## config.mk

```make
export PLATFORM = sky130hd
export DESIGN_NAME = comma_aligner_flat
export DESIGN_NICKNAME = d
export VERILOG_FILES = /design/src/rtl/serdes_pkg.sv /design/src/rtl/comma_aligner_if.sv /design/src/rtl/comma_search.sv /design/src/rtl/comma_aligner.sv /design/src/flat_wrapper.sv
export SDC_FILE = /design/constraint.sdc
export NUM_CORES = 1
export LEC_CHECK = 0
export CORE_ASPECT_RATIO = 0.8
export CORE_UTILIZATION = 41
export CTS_BUF_LIST = sky130_fd_sc_hd__clkbuf_4 sky130_fd_sc_hd__clkbuf_8 sky130_fd_sc_hd__clkbuf_16
export CTS_CLUSTER_SIZE = 20
export DETAILED_ROUTE_END_ITERATION = 16
export GPL_ROUTABILITY_DRIVEN = 0
export PLACE_DENSITY_LB_ADDON = 0.15
export SYNTH_ARGS = -nofsm -noshare
export SYNTH_HDL_FRONTEND = slang
export SYNTH_SLANG_ARGS = --single-unit
```

## constraint.sdc

```tcl
create_clock -name RxBitCLK_10 -period 6.9 [get_ports RxBitCLK_10]
set_clock_uncertainty 0.05 [all_clocks]
set_input_delay 1.38 -clock RxBitCLK_10 [delete_from_list [all_inputs] [get_ports RxBitCLK_10]]
set_output_delay 1.38 -clock RxBitCLK_10 [all_outputs]
set_load 0.03 [all_outputs]
```

## src/rtl/serdes_pkg.sv

```systemverilog
// Shared types and constants for the receive word aligner: K28.5 comma codes,
// aligner FSM states and the saturating 4-bit counter type.
package serdes_pkg;

  localparam logic [9:0] K28_5_RDN = 10'b0011111010;
  localparam logic [9:0] K28_5_RDP = 10'b1100000101;

  typedef enum logic [1:0] {
    UNLOCKED = 2'd0,
    CHECK    = 2'd1,
    LOCKED   = 2'd2
  } align_state_t;

  typedef logic [3:0] cnt_t;

  function automatic logic is_comma(input logic [9:0] w);
    return (w == K28_5_RDN) || (w == K28_5_RDP);
  endfunction

  function automatic cnt_t sat_inc(input cnt_t c);
    return (c == 4'hF) ? c : c + 4'd1;
  endfunction

endpackage

```

## src/rtl/comma_aligner_if.sv

```systemverilog
// Word stream from the SIPO into the aligner and the aligned stream/status out.
interface comma_aligner_if;
  import serdes_pkg::*;

  // One word per receive word clock, always valid; there is no backpressure,
  // so the aligner consumes every SIPO word and emits one word every cycle.
  logic [9:0]   RxParallel_10_in;
  logic [9:0]   RxParallel_10_out;
  logic         Comma_det;
  logic         Locked;
  logic [3:0]   Offset;
  align_state_t dbg_state;

  modport master (
    output RxParallel_10_in,
    input  RxParallel_10_out, Comma_det, Locked, Offset, dbg_state
  );

  modport slave (
    input  RxParallel_10_in,
    output RxParallel_10_out, Comma_det, Locked, Offset, dbg_state
  );

endinterface

```

## src/rtl/comma_search.sv

```systemverilog
// Combinational K28.5 search over the ten 10-bit candidates of a 20-bit window;
// candidate k is window[19-k -: 10], lowest matching k wins.
module comma_search
  import serdes_pkg::*;
(
  input  logic [19:0] window_i,
  output logic        hit_o,
  output logic [3:0]  hit_k_o,
  output logic [9:0]  match_o
);

  always_comb begin
    match_o = '0;
    for (int k = 0; k < 10; k++) begin
      match_o[k] = is_comma(window_i[19-k -: 10]);
    end
  end

  assign hit_o = |match_o;

  always_comb begin
    hit_k_o = '0;
    for (int k = 9; k >= 0; k--) begin
      if (match_o[k]) hit_k_o = 4'(k);
    end
  end

endmodule

```

## src/rtl/comma_aligner.sv

```systemverilog
// Receive word aligner: acquires K28.5 bit alignment, holds it once locked and
// presents word-aligned codes plus lock/offset status to the decoder.
module comma_aligner
  import serdes_pkg::*;
#(
  parameter int unsigned LOCK_COUNT   = 3,
  parameter int unsigned UNLOCK_COUNT = 4
) (
  input  logic             RxBitCLK_10,
  input  logic             Reset,
  comma_aligner_if.slave   rx
);

  localparam cnt_t LOCK_N   = cnt_t'(LOCK_COUNT);
  localparam cnt_t UNLOCK_N = cnt_t'(UNLOCK_COUNT);

  align_state_t state_q, state_d;
  cnt_t         good_q, good_d;
  cnt_t         bad_q, bad_d;
  logic [3:0]   off_q, off_d;
  logic [9:0]   prev_q;
  logic [9:0]   out_q;
  logic         det_q;
  logic         lock_q;
  logic [3:0]   offo_q;

  logic [19:0]  window;
  logic         hit;
  logic [3:0]   hit_k;
  logic [9:0]   match;
  logic [3:0]   eff;
  logic [9:0]   cand_eff;

  assign window = {prev_q, rx.RxParallel_10_in};

  comma_search u_search (
    .window_i (window),
    .hit_o    (hit),
    .hit_k_o  (hit_k),
    .match_o  (match)
  );

  // While acquiring, steer the output by the fresh hit so the acquiring comma
  // itself comes out aligned; once locked the offset is frozen.
  assign eff = (state_q != LOCKED && hit) ? hit_k : off_q;

  always_comb begin
    cand_eff = '0;
    for (int k = 0; k < 10; k++) begin
      if (eff == 4'(k)) cand_eff = window[19-k -: 10];
    end
  end

  always_comb begin
    state_d = state_q;
    good_d  = good_q;
    bad_d   = bad_q;
    off_d   = off_q;
    case (state_q)
      UNLOCKED: begin
        if (hit) begin
          off_d   = hit_k;
          good_d  = 4'd1;
          bad_d   = '0;
          state_d = (LOCK_N == 4'd1) ? LOCKED : CHECK;
        end
      end
      CHECK: begin
        if (hit) begin
          if (hit_k == off_q) begin
            good_d = sat_inc(good_q);
            if (({1'b0, good_q} + 5'd1) == {1'b0, LOCK_N}) begin
              state_d = LOCKED;
              bad_d   = '0;
            end
          end else begin
            off_d  = hit_k;
            good_d = 4'd1;
          end
        end
      end
      LOCKED: begin
        // A comma at the held offset wins even if a lower offset also matches.
        if (match[off_q]) begin
          bad_d = '0;
        end else if (hit) begin
          if (({1'b0, bad_q} + 5'd1) == {1'b0, UNLOCK_N}) begin
            state_d = UNLOCKED;
            good_d  = '0;
            bad_d   = '0;
          end else begin
            bad_d = sat_inc(bad_q);
          end
        end
      end
      default: state_d = UNLOCKED;
    endcase
  end

  always_ff @(posedge RxBitCLK_10 or negedge Reset) begin
    if (!Reset) begin
      state_q <= UNLOCKED;
      good_q  <= '0;
      bad_q   <= '0;
      off_q   <= '0;
      prev_q  <= '0;
      out_q   <= '0;
      det_q   <= 1'b0;
      lock_q  <= 1'b0;
      offo_q  <= '0;
    end else begin
      state_q <= state_d;
      good_q  <= good_d;
      bad_q   <= bad_d;
      off_q   <= off_d;
      prev_q  <= rx.RxParallel_10_in;
      out_q   <= cand_eff;
      det_q   <= is_comma(cand_eff);
      lock_q  <= (state_d == LOCKED);
      offo_q  <= eff;
    end
  end

  assign rx.RxParallel_10_out = out_q;
  assign rx.Comma_det         = det_q;
  assign rx.Locked            = lock_q;
  assign rx.Offset            = offo_q;
  assign rx.dbg_state         = state_q;

endmodule
```

## src/flat_wrapper.sv

```systemverilog
// flat-port wrapper written by rule: the top's interface ports become plain ports
module comma_aligner_flat import serdes_pkg::*;
#(
  parameter int unsigned LOCK_COUNT   = 3,
  parameter int unsigned UNLOCK_COUNT = 4
)
  (RxBitCLK_10, Reset, rx_RxParallel_10_in, rx_RxParallel_10_out, rx_Comma_det, rx_Locked, rx_Offset, rx_dbg_state);
  comma_aligner_if rx_i ();
  input  logic RxBitCLK_10;
  input  logic Reset;
  input wire logic [$bits(rx_i.RxParallel_10_in)-1:0] rx_RxParallel_10_in;
  output wire logic [$bits(rx_i.RxParallel_10_out)-1:0] rx_RxParallel_10_out;
  output wire logic [$bits(rx_i.Comma_det)-1:0] rx_Comma_det;
  output wire logic [$bits(rx_i.Locked)-1:0] rx_Locked;
  output wire logic [$bits(rx_i.Offset)-1:0] rx_Offset;
  output wire logic [$bits(rx_i.dbg_state)-1:0] rx_dbg_state;
  assign rx_i.RxParallel_10_in = rx_RxParallel_10_in;
  assign rx_RxParallel_10_out = rx_i.RxParallel_10_out;
  assign rx_Comma_det = rx_i.Comma_det;
  assign rx_Locked = rx_i.Locked;
  assign rx_Offset = rx_i.Offset;
  assign rx_dbg_state = rx_i.dbg_state;
  comma_aligner #(.LOCK_COUNT(LOCK_COUNT), .UNLOCK_COUNT(UNLOCK_COUNT)) u_core (.RxBitCLK_10(RxBitCLK_10), .Reset(Reset), .rx(rx_i));
endmodule
```

==> metrics.md <==
| Metric | Value |
|---|---|
| Final ANT Viol Nets | `0` |
| Unrepaired setup endpoints after global routing | `no` |
| H-Tree Depth | `2` |
| Core Util, Final | `46.7%` |
| Row count | `30` |
| Syn Nets | `449` |
| Commonest non-fill, non-tap cell in the layout | `nand2_1` |
| Crit end category | `flop` |
| Total CTS buffers | `5` |
| Final setup TNS | `0 ns` |
| Post-CTS setup buffers | `0` |
| Average cell area after synthesis | `8.37 sq um` |
| Placed Area | `3880 sq um` |
| CTS Buffer Depth | `2` |
| First-pass GRT wire length | `roughly 17000 microns` |
| Status | `finished clean` |
| Via Count | `between 3000 and 4000` |
| WHS Endpoint | `u_core.bad_q[1]` |
| Finish-stage setup viols | `0` |
| Max incr delay on CP | `approximately 0.95 ns` |
| Antenna diode count | `0` |
| CTS tree | `built` |
| Fin Hold WS | `between 0.4 and 0.5 ns` |
| Final Cell Area | `between 3000 and 4000 sq um` |
| Starting DRT DRC Count | `approximately 450` |
| Crit Path Class | `input pin to flop` |
| Worst slew margin | `36.8%` |
| Clk pin slew, worst setup/hold paths | `0.07 ns` |
| Hold Crit Depth | `2` |
| Sequential element share of the synthesized area | `27.8%` |
| Core Area | `8480 sq um` |
| Slew Limit Fails | `0` |
| Distinct cells, synth | `84` |
| Clock sinks | `40` |
| Fmax | `169 MHz` |
| Max cap viols | `0` |
| Mapped Cells | `430` |
| Root buf cell | `clkbuf_8` |
| EDFF count, synth | `0` |
| Min-Delay Startpoint | `u_core.bad_q[1]` |
| Port-buffer cells | `29` |
| Critical-path cell list | `clkdlybuf4s50_1 -> and4b_1 -> and4_1 -> nor4_2 -> and3_1 -> a31oi_4 -> mux2i_4 -> inv_2 -> o21ai_1 -> o221ai_1 -> a311o_1 -> o2111ai_1 -> and4bb_1 -> a31o_1` |
| Final min period | `5.91 ns` |
| Synth Flop Type | `dfrtp_1` |
| Hold_buf cts | `0` |
| Aggregate global routing overflow | `0` |
| Via-per-instance ratio | `6.49` |
| IO Count | `30` |
| HPWL after DPL | `7210 microns` |
| Peak supply drop | `198 uV` |
| Area Overhead vs Synth | `10.1%` |
| R2R setup slack | `2.28 ns` |
| Clk_lat worst skew | `roughly 0.29 ns` |
| Worst path top cell family by delay | `simple AND/OR/NAND/NOR gates` |
| Yosys reg bits | `40` |
| Total iterations of the first detailed-routing run | `5` |
| Fill cells | `834` |
| Final wirelength | `around 10000 microns` |
| Worst reg-to-reg path cell count | `13` |
| Synthesized area | `3600 sq um` |
| Crit path required time | `7.03 ns` |
| CTS resizes | `0` |
| Number of global-route vias before repair | `3322` |
| Pwr Density | `roughly 240 nW/um^2` |
| Syn. warnings | `0` |
| Final hold vios | `0` |
| Die Area | `9160 sq um` |
| WL per Instance | `around 19 microns` |
| Worst slew pin tran | `0.948 ns` |
| Initial antenna violation count | `0` |
| Most frequent cells in the layout | `43 x nand2_1, 40 x dfrtp_1, 30 x nor2_1, 28 x o21ai_0, 28 x clkdlybuf4s50_1` |
| Final net count | `455` |
| Static Leak | `0.00148 uW` |
| Worst path depth | `14` |
| Buffers & Inverters on Critical Path | `2` |
| R2r endpoint | `u_core.rx.Comma_det` |
| Layout cells sized above 1 | `8.49%` |
| Period utilisation layout | `85.6%` |
| Global Route Usage Sum | `23.2%` |
| DRC Markers | `0` |
| Reg-to-reg critical path startpoint | `u_core.prev_q[0]` |
| Setup crit start kind | `input pin` |
| Asr flop ratio synth | `100%` |
| Largest net degree at the start of global routing | `41` |
| Arr. time, crit path | `6.04 ns` |
| PnR worst setup slack | `0.993 ns` |
| Die X | `107 microns` |
| Initial core utilization | `a little over two fifths` |
| Die H | `85.8 microns` |
| Min-delay worst type | `flop to flop` |
| CP max stage cell | `clkdlybuf4s50_1` |
| Critical Path Fanout Max | `24` |
| Worst slack at placement | `between 0.7 and 0.8 ns` |
-- synthesized netlist by cell type, types with 3 or more instances --
master / count / area, sq um
o211ai_1: 4 / 30.0
clkbuf_1: 9 / 33.8
o221ai_1: 10 / 87.6
o31ai_1: 6 / 45.0
nand4bb_1: 5 / 56.3
nor2_1: 30 / 113
nand2_1: 43 / 161
nor2b_1: 3 / 18.8
dfrtp_1: 40 / 1000
buf_2: 21 / 105
nor4b_1: 6 / 52.6
o21ai_1: 3 / 15.0
ha_1: 7 / 87.6
nor4_1: 7 / 43.8
nand3b_1: 4 / 30.0
nand2b_1: 6 / 37.5
a21oi_1: 22 / 110
and4_1: 3 / 26.3
and2_1: 9 / 56.3
nand3_1: 21 / 105
a31o_2: 3 / 26.3
mux2_2: 4 / 45.0
or2_2: 4 / 25.0
a22o_1: 3 / 26.3
nand4_1: 6 / 37.5
inv_1: 12 / 45.0
and3_1: 8 / 50.1
o21ai_0: 28 / 140
nor4bb_1: 5 / 50.1
and4b_1: 4 / 40.0
xnor2_1: 4 / 35.0
mux2i_1: 10 / 100
nor3b_1: 3 / 22.5
nor3_1: 7 / 35.0
o21a_1: 3 / 22.5
a22oi_1: 3 / 22.5
a21o_1: 3 / 22.5
a211oi_1: 3 / 22.5
-- report_power, final --
| part | total (uW) | switching, uW | leakage [uW] | internal (uW) |
|---|---|---|---|---|
| Sequential | 320 | 37.7 | 0.000509 | 282 |
| Combinational | 481 | 293 | 0.000927 | 189 |
| Clock | 153 | 80.0 | 0.0000445 | 72.7 |
| Total | 954 | 410 | 0.00148 | 544 |
-- state kept, by name, indices dropped and copies added, names as in the netlist --
signal	count
u_core.rx.RxParallel_10_out	10
u_core.rx.Comma_det	1
u_core.bad_q	4
u_core.good_q	4
u_core.rx.Offset	4
u_core.rx.Locked	1
u_core.rx.dbg_state	2
u_core.off_q	4
u_core.prev_q	10
-- per-stage QoR --
step / std cells / total power [uW]
6_report: 548 / 954
5_1_grt: 548 / 1010
4_1_cts: 548 / 956
3_5_place_dp: 541 / 798
3_3_place_gp: 541 / 797
2_1_floorplan: 430 / 635
-- worst register-to-register path: stages (launching register included) --
cell       delay (ns)
dfrtp_1          0.78
nor4bb_1         0.20
and4_1           0.25
or4_4            0.51
nor3_4           0.34
a31oi_4          0.17
mux2i_4          0.47
inv_2            0.31
o21ai_1          0.38
o221ai_1         0.18
a311o_1          0.35
o2111ai_1        0.12
and4bb_1         0.23
a31o_1           0.18
-- layout make-up --
type | count | area, sq um | share of cell area [%]
multi-input cells | 344 | 2390 | 60.3
flip-flops and latches | 40 | 1000 | 25.3
repair buffers | 31 | 300 | 7.58
well taps | 112 | 140 | 3.54
clock buffers | 6 | 76.3 | 1.93
inverters | 14 | 52.6 | 1.33
clock inverters | 1 | 5.00 | 0.126
-- per-layer routing --
| metal | up-vias | global-route usage, % | wire length (microns) |
|---|---|---|---|
| met1 | 1709 | 33.2 | 4750 |
| li1 | 1652 | - | - |
| met5 | - | 0 | 0 |
| met4 | 0 | 7.72 | 237 |
| met2 | 165 | 35.9 | 4540 |
| met3 | 29 | 3.50 | 723 |
-- kinds of logic after synthesis --
kind of cell | synth area share (%)
AOI/OAI and AO/OA | 26.8
xor gates and xnor gates | 1.22
adders and majority gates | 2.43
buffers and inverters | 5.84
DFF | 27.8
muxes | 5.91
and+or+nand+nor | 30.0
-- worst max-delay path by stage --
| stage | start | end |
|---|---|---|
| finish | rx_RxParallel_10_in[9] | u_core.rx.Comma_det |
| global route | rx_RxParallel_10_in[9] | u_core.rx.Comma_det |
| CTS | rx_RxParallel_10_in[9] | u_core.rx.Comma_det |
| detailed placement | rx_RxParallel_10_in[9] | u_core.rx.Comma_det |
| global placement | rx_RxParallel_10_in[9] | u_core.rx.Comma_det |
| floorplan | rx_RxParallel_10_in[6] | u_core.rx.Comma_det |
Note: power is estimated with default switching activity, not from simulation.
